[config.mk]
export PLATFORM = sky130hd
export DESIGN_NAME = song_player
export DESIGN_NICKNAME = d
export VERILOG_FILES = /design/src/rtl/song_pkg.sv /design/src/rtl/song_player_tone_gen.sv /design/src/rtl/song_player.sv
export SDC_FILE = /design/constraint.sdc
export NUM_CORES = 1
export LEC_CHECK = 0
export CORE_ASPECT_RATIO = 1.4
export CORE_MARGIN = 10
export CORE_UTILIZATION = 30
export DETAILED_ROUTE_END_ITERATION = 8
export PLACE_DENSITY_LB_ADDON = 0.2
export SYNTH_ARGS = -nofsm -noshare
export SYNTH_HDL_FRONTEND = slang
export SYNTH_SLANG_ARGS = --single-unit
[constraint.sdc]
create_clock -name clk -period 4.6 [get_ports clk]
set_input_delay 0.92 -clock clk [delete_from_list [all_inputs] [get_ports clk]]
set_output_delay 0.92 -clock clk [all_outputs]
set_load 0.01 [all_outputs]
[src/rtl/song_pkg.sv]
// song_pkg: shared definitions for the melody player.
//   - note-code constants (rest, C4..B6)
//   - note frequency table and tone half-period helper
//   - player FSM state encoding
//   - rom_data field layout ({dur, note}, note in the low bits)
package song_pkg;

    // Note codes: 1..7 = C..B octave 4, 8..14 octave 5, 15..21 octave 6.
    localparam logic [4:0] NOTE_REST = 5'd0;
    localparam logic [4:0] NOTE_C4   = 5'd1;
    localparam logic [4:0] NOTE_D4   = 5'd2;
    localparam logic [4:0] NOTE_E4   = 5'd3;
    localparam logic [4:0] NOTE_F4   = 5'd4;
    localparam logic [4:0] NOTE_G4   = 5'd5;
    localparam logic [4:0] NOTE_A4   = 5'd6;
    localparam logic [4:0] NOTE_B4   = 5'd7;
    localparam logic [4:0] NOTE_C5   = 5'd8;
    localparam logic [4:0] NOTE_D5   = 5'd9;
    localparam logic [4:0] NOTE_E5   = 5'd10;
    localparam logic [4:0] NOTE_F5   = 5'd11;
    localparam logic [4:0] NOTE_G5   = 5'd12;
    localparam logic [4:0] NOTE_A5   = 5'd13;
    localparam logic [4:0] NOTE_B5   = 5'd14;
    localparam logic [4:0] NOTE_C6   = 5'd15;
    localparam logic [4:0] NOTE_D6   = 5'd16;
    localparam logic [4:0] NOTE_E6   = 5'd17;
    localparam logic [4:0] NOTE_F6   = 5'd18;
    localparam logic [4:0] NOTE_G6   = 5'd19;
    localparam logic [4:0] NOTE_A6   = 5'd20;
    localparam logic [4:0] NOTE_B6   = 5'd21;
    localparam int         NOTE_MAX  = 21;

    // Divider width: C4 at 100 MHz needs 190839 < 2**18.
    localparam int TONE_CNT_W = 18;

    // rom_data layout: note in the low bits, duration directly above it.
    localparam int NOTE_LSB = 0;

    typedef enum logic [1:0] {
        ST_IDLE  = 2'd0,
        ST_FETCH = 2'd1,
        ST_LOAD  = 2'd2,
        ST_PLAY  = 2'd3
    } state_t;

    // Frequency in Hz of a note code; 0 for rest and unused codes.
    function automatic int note_hz(input int note);
        int base_hz;
        int idx;
        if ((note < 32'sd1) || (note > NOTE_MAX)) begin
            return 32'sd0;
        end
        idx = (note - 32'sd1) % 32'sd7;
        case (idx)
            32'sd0:  base_hz = 32'sd262;
            32'sd1:  base_hz = 32'sd294;
            32'sd2:  base_hz = 32'sd330;
            32'sd3:  base_hz = 32'sd349;
            32'sd4:  base_hz = 32'sd392;
            32'sd5:  base_hz = 32'sd440;
            32'sd6:  base_hz = 32'sd494;
            default: base_hz = 32'sd0;
        endcase
        // Each octave above 4 doubles the frequency.
        return base_hz << ((note - 32'sd1) / 32'sd7);
    endfunction

    // Clock cycles per half tone period; 0 means "silent".
    function automatic logic [TONE_CNT_W-1:0] half_period(input int clk_hz, input int note);
        int hz;
        hz = note_hz(note);
        if (hz == 32'sd0) begin
            return '0;
        end
        return TONE_CNT_W'(clk_hz / (32'sd2 * hz));
    endfunction

endpackage

[src/rtl/song_player_tone_gen.sv]
// tone_gen: square-wave generator for the current note.
//   clk   - system clock
//   rst_n - asynchronous active-low reset
//   note  - note code to sound (0 or >21 = silent)
//   wave  - square wave, 50% duty, period 2*half_period(CLK_HZ, note)
// Any change of note restarts the divider from phase 0 with wave low.
module tone_gen
    import song_pkg::*;
#(
    parameter int CLK_HZ = 100_000_000,
    parameter int NOTE_W = 5
) (
    input  logic              clk,
    input  logic              rst_n,
    input  logic [NOTE_W-1:0] note,
    output logic              wave
);

    logic [TONE_CNT_W-1:0] hp_tab_s [2**NOTE_W];
    logic [TONE_CNT_W-1:0] half_s;
    logic [TONE_CNT_W-1:0] cnt_r;
    logic [NOTE_W-1:0]     note_q_r;
    logic                  wave_r;

    // Half-period lookup table, folded to constants at elaboration.
    for (genvar i = 0; i < 2**NOTE_W; i++) begin : g_hp
        assign hp_tab_s[i] = half_period(CLK_HZ, i);
    end

    assign half_s = hp_tab_s[note];
    assign wave   = wave_r;

    // Divider counter, note-change restart and wave toggle.
    always_ff @(posedge clk or negedge rst_n) begin
        if (!rst_n) begin
            cnt_r    <= '0;
            note_q_r <= '0;
            wave_r   <= 1'b0;
        end else if (note != note_q_r) begin
            note_q_r <= note;
            cnt_r    <= '0;
            wave_r   <= 1'b0;
        end else if (half_s == '0) begin
            cnt_r    <= '0;
            wave_r   <= 1'b0;
        end else if (cnt_r == (half_s - TONE_CNT_W'(1))) begin
            cnt_r    <= '0;
            wave_r   <= ~wave_r;
        end else begin
            cnt_r    <= cnt_r + TONE_CNT_W'(1);
        end
    end

endmodule

[src/rtl/song_player.sv]
// song_player: plays a melody from a registered note ROM on a buzzer.
//   clk, rst_n - system clock, asynchronous active-low reset
//   beat       - slow beat tick; only its rising edge counts
//   start      - pulse, begins playback at address 0 (ignored unless idle)
//   stop       - pulse, aborts playback (wins over start and beat)
//   rom_addr   - ROM read address
//   rom_data   - {dur, note}, valid one cycle after rom_addr changes
//   buzzer     - square-wave tone
//   playing    - high from LOAD of the first entry until the song ends
//   cur_note   - note currently sounding, 0 = rest
//   done       - one-cycle pulse on normal completion
module song_player
    import song_pkg::*;
#(
    parameter int CLK_HZ   = 100_000_000,
    parameter int SONG_LEN = 32,
    parameter int NOTE_W   = 5,
    parameter int DUR_W    = 3
) (
    input  logic                        clk,
    input  logic                        rst_n,
    input  logic                        beat,
    input  logic                        start,
    input  logic                        stop,
    output logic [$clog2(SONG_LEN)-1:0] rom_addr,
    input  logic [DUR_W+NOTE_W-1:0]     rom_data,
    output logic                        buzzer,
    output logic                        playing,
    output logic [NOTE_W-1:0]           cur_note,
    output logic                        done
);

    localparam int                ADDR_W    = $clog2(SONG_LEN);
    localparam logic [ADDR_W-1:0] LAST_ADDR = ADDR_W'(SONG_LEN - 1);

    state_t             state_r;
    logic               beat_q_r;
    logic [DUR_W-1:0]   beat_cnt_r;
    logic [ADDR_W-1:0]  rom_addr_r;
    logic [NOTE_W-1:0]  cur_note_r;
    logic               playing_r;
    logic               done_r;

    logic               beat_edge_s;
    logic [NOTE_W-1:0]  rom_note_s;
    logic [DUR_W-1:0]   rom_dur_s;
    logic               wave_s;

    assign beat_edge_s = beat & ~beat_q_r;
    assign rom_note_s  = rom_data[NOTE_LSB +: NOTE_W];
    assign rom_dur_s   = rom_data[NOTE_LSB + NOTE_W +: DUR_W];

    assign rom_addr = rom_addr_r;
    assign cur_note = cur_note_r;
    assign playing  = playing_r;
    assign done     = done_r;
    // Gating with playing silences the pin in the very cycle stop/done take
    // effect; the tone divider itself only notices the note change a cycle later.
    assign buzzer   = wave_s & playing_r;

    // Beat edge detect, playback FSM, address and duration counters.
    always_ff @(posedge clk or negedge rst_n) begin
        if (!rst_n) begin
            state_r    <= ST_IDLE;
            beat_q_r   <= 1'b0;
            beat_cnt_r <= '0;
            rom_addr_r <= '0;
            cur_note_r <= '0;
            playing_r  <= 1'b0;
            done_r     <= 1'b0;
        end else begin
            beat_q_r <= beat;
            done_r   <= 1'b0;
            if (stop) begin
                state_r    <= ST_IDLE;
                cur_note_r <= '0;
                playing_r  <= 1'b0;
            end else begin
                case (state_r)
                    ST_IDLE: begin
                        if (start) begin
                            rom_addr_r <= '0;
                            state_r    <= ST_FETCH;
                        end
                    end
                    ST_FETCH: begin
                        // rom_data for rom_addr_r becomes valid in LOAD.
                        playing_r <= 1'b1;
                        state_r   <= ST_LOAD;
                    end
                    ST_LOAD: begin
                        if (rom_dur_s == '0) begin
                            // End marker.
                            done_r     <= 1'b1;
                            cur_note_r <= '0;
                            playing_r  <= 1'b0;
                            state_r    <= ST_IDLE;
                        end else begin
                            cur_note_r <= rom_note_s;
                            beat_cnt_r <= rom_dur_s;
                            state_r    <= ST_PLAY;
                        end
                    end
                    ST_PLAY: begin
                        if (beat_edge_s) begin
                            beat_cnt_r <= beat_cnt_r - DUR_W'(1);
                            if (beat_cnt_r == DUR_W'(1)) begin
                                if (rom_addr_r == LAST_ADDR) begin
                                    done_r     <= 1'b1;
                                    cur_note_r <= '0;
                                    playing_r  <= 1'b0;
                                    state_r    <= ST_IDLE;
                                end else begin
                                    // cur_note keeps sounding while the next entry is fetched.
                                    rom_addr_r <= rom_addr_r + ADDR_W'(1);
                                    state_r    <= ST_FETCH;
                                end
                            end
                        end
                    end
                    default: begin
                        state_r    <= ST_IDLE;
                        cur_note_r <= '0;
                        playing_r  <= 1'b0;
                    end
                endcase
            end
        end
    end

    tone_gen #(
        .CLK_HZ (CLK_HZ),
        .NOTE_W (NOTE_W)
    ) u_tone_gen (
        .clk   (clk),
        .rst_n (rst_n),
        .note  (cur_note_r),
        .wave  (wave_s)
    );

endmodule

==> results of run 1 <==
[how the worst min path moves through the flow]
| stage | start | endpoint | slack, ps | cells past startpoint |
|---|---|---|---|---|
| floorplan | u_tone_gen.cnt_r[0]$_DFF_PN0_ | u_tone_gen.cnt_r[0]$_DFF_PN0_ | 480 | 1 |
| global placement | beat_cnt_r[0]$_DFFE_PN0P_ | beat_cnt_r[0]$_DFFE_PN0P_ | 510 | 1 |
| detailed placement | beat_cnt_r[0]$_DFFE_PN0P_ | beat_cnt_r[0]$_DFFE_PN0P_ | 510 | 1 |
| CTS | beat_cnt_r[0]$_DFFE_PN0P_ | beat_cnt_r[0]$_DFFE_PN0P_ | 520 | 1 |
| global route | beat_cnt_r[0]$_DFFE_PN0P_ | beat_cnt_r[0]$_DFFE_PN0P_ | 600 | 1 |
| finish | beat_cnt_r[0]$_DFFE_PN0P_ | beat_cnt_r[0]$_DFFE_PN0P_ | 510 | 1 |
[sequential cells by signal (all words and copies together), names as in the netlist]
name                 cells
beat_q_r                 1
u_tone_gen.wave          1
u_tone_gen.cnt_r        18
playing                  1
u_tone_gen.note_q_r      5
beat_cnt_r               3
state_r                  2
rom_addr                 5
cur_note                 5
done                     1
[power by group through the flow]
stage	Sequential [uW]	Combinational, uW	Clock, uW
CTS	478	1070	424
global placement	484	1050	0
detailed placement	484	1050	0
finish	477	1080	410
floorplan	475	776	0
global route	490	1220	436
[cell families after synthesis]
family	count (synthesis)	share of synthesized area, %
adders and majority gates	18	6.34
xor gates and xnor gates	35	8.63
buffers and inverters	43	5.95
DFF	42	29.6
AOI/OAI and AO/OA	100	19.8
muxes	3	1.34
and+or+nand+nor	190	28.4
[Yosys cell counts, types with 13 or more instances]
library cell	count
dfrtp_1	42
nor2_1	42
nand2_1	35
o21ai_0	26
xnor2_1	23
inv_1	20
ha_1	18
nand3_1	18
a21oi_1	15
nand2b_1	15
clkbuf_1	14
nor3_1	13
[metal layers]
metal | track usage (%) | up-vias | part of all wire (%)
met3 | 2.18 | 24 | 3.7
met5 | 0 | - | 0
met4 | 5.92 | 0 | 3.4
met1 | 13.0 | 1511 | 40
li1 | - | 1603 | -
met2 | 22.6 | 97 | 53
[stage by stage]
step	hold slack [ps]	setup TNS (ps)	power, uW	setup WS, ps
detailed placement	508	-1220	1540	-90.1
global route	596	0	2140	230
floorplan	478	0	1250	414
CTS	520	0	1970	263
finish	512	0	1970	547
global placement	507	0	1530	72.5
[cells in the final DEF (no fill, tap or decap), drive strengths merged, types with 6 or more instances in the layout]
master,synthesis,final
a21oi,15,15
nand2b,16,16
inv,20,20
nand4,9,9
nand2,35,35
nor3,13,13
clkbuf,14,6
nor2,42,42
xor2,12,12
dfrtp,42,42
xnor2,23,23
o21ai,26,26
clkdlybuf4s50,0,24
buf,9,18
ha,18,18
o211ai,9,9
and3,11,11
nand3,18,18
nor2b,12,12
[what timing repair did]
action	4_1_cts	5_1_grt
buffers inserted	0	1
hold buffers	0	0
resized for setup	1	0
endpoints found under the setup margin	18	18
pin swaps	0	1
[cell type report]
| cell class | instances | area (sq um) |
|---|---|---|
| fill | 1205 | 7540 |
| clock inverter | 1 | 30.0 |
| timing repair buffer | 42 | 385 |
| clock buffer | 6 | 139 |
| inverter | 20 | 75.1 |
| sequential | 42 | 1050 |
| multi-input combinational | 346 | 2300 |
| tap | 147 | 184 |
==> impl_metrics.tcl, run 1 <==
set metrics [dict create \
    power_frac_clock_pct 20.8 \
    rsz0062_at_grt "no" \
    syn_avg_cell_area_sq_um 8.24 \
    yosys.area.top_type "dfrtp_1" \
    post_drt_wl_per_cell_um 16.5 \
    crit_path_end_kind "register" \
    critPathArrivalTime_ps 4230 \
    grt_overflow 0 \
    fin_area_sq_um 4160 \
    fin_worst_skew_ps 2.18 \
    finalCritPeriodShare_pct 88.1 \
    drv_cap 0 \
    finalWirelength_um 9950 \
    synth_top_cell_area_share_pct 29.6 \
    powerDensity_nw_per_um2 473 \
    clk_latency_ps 290 \
    hold_viol 0 \
    synth-seq-cells 42 \
    synth.distinct_cells 65 \
    cp_common_cell "ha_1" \
    clock-root-buffer "clkbuf_16" \
    nNetsFinal 488 \
    final_antenna_net_count 0 \
    hpwl_um 7740 \
    power.net_switching_uw 828 \
    drive_gt1_share_pct 8.32 \
    outcome "finished, final reports clean" \
    setup.worst_path.end "u_tone_gen.cnt_r[6]$_DFF_PN0_" \
    synthCells 431 \
    critical_path_buf_inv_count 2 \
    critical_path_required_ps 4780 \
    cts_tree "yes" \
    r2r_slack_ps 550 \
    rows 47 \
    peakVddDrop_uv 215 \
    async_flop_share_pct 100 \
    drc 0 \
    swShare_pct 42.0 \
    finalSetupViolCount 0 \
    cts_made_buffers 5 \
    cp_top_family "simple AND/OR/NAND/NOR gates" \
    io_pins 26 \
    track_usage_pct 12.2 \
    relSlewSlack_pct 36.3 \
    p_int_uw 1140 \
    n_antenna_cell 0 \
    cts.sinks 42 \
    fin_cells 604 \
    htree_levels 2 \
    dieArea_sq_um 16600 \
    drv_slew 0 \
    grt_max_degree 43 \
    place_inst 596 \
    synth.area.top_cells "dfrtp_1 (30%), ha_1 (6.3%), xnor2_1 (5.7%)" \
    worst_setup_path_start_kind "register" \
    vias 3235 \
    first_iter_violations 206 \
    r2r_end "u_tone_gen.cnt_r[6]$_DFF_PN0_" \
    grt_pass1_vias 3217 \
    cp_cell_sequence "inv_1 -> ha_1 -> nand2b_1 -> a32oi_1 -> ha_1 -> and4_1 -> nand4bb_1 -> or3_1 -> o31ai_1 -> or4b_1 -> o31ai_4 -> buf_12 -> nor2_1" \
    worstMarginPinSlew_ps 956 \
    r2r_start "cur_note[1]$_DFFE_PN0P_" \
    yosysWarnings 0 \
    min_path_type "reg2reg" \
    slowest_stage "or4b_1" \
    fin_util_pct 35.6 \
    share_seq_of_total_power_pct 24.2 \
    synth-seq-area-share_pct 29.6 \
    floorplan.initialDensity_pct 30.3 \
    area_growth_pct 17.2 \
    max_freq_mhz 247 \
    power_frac_comb_pct 55.0 \
    cp_slowest_stage_delay_ps 550 \
    period_needed_ps 4050 \
    io_buffers 25 \
    path_max_fanout 18 \
    firstDrtPassIters 5 \
    die-width_um 112 \
    via_per_inst 5.36 \
    synth_edf_count 0 \
    gp_congestion 0.892 \
    dieHeight_um 149 \
    grt_pass1_wl_um 16700 \
    clkTransAtPathRegs_ps 60 \
    core_area_sq_um 11700 \
    startpoint "cur_note[1]$_DFFE_PN0P_" \
    worstSetupPathType "reg2reg" \
    syn-num-nets 462 \
    place_area_sq_um 3960 \
    synth_flop_cell "dfrtp_1" \
    grt_antenna_before_repair 0 \
    reg2reg_depth 13 \
    syn-cell-area_sq_um 3550 \
    leakage_uw 0.00167 \
    clock_path_buffers 2 \
    path_depth 13 \
]
Note: power is estimated with default switching activity, not from simulation.
==> run 2: changes to the inputs <==
- TNS_END_PERCENT: unset -> 1
==> results of run 2 <==
The final DEF is identical to that of run 1; final timing and power are the same.
==> run 3: changes to the inputs <==
- CTS_CLUSTER_DIAMETER: unset -> 40
==> results of run 3 <==
The final DEF is identical to that of run 1; final timing and power are the same.
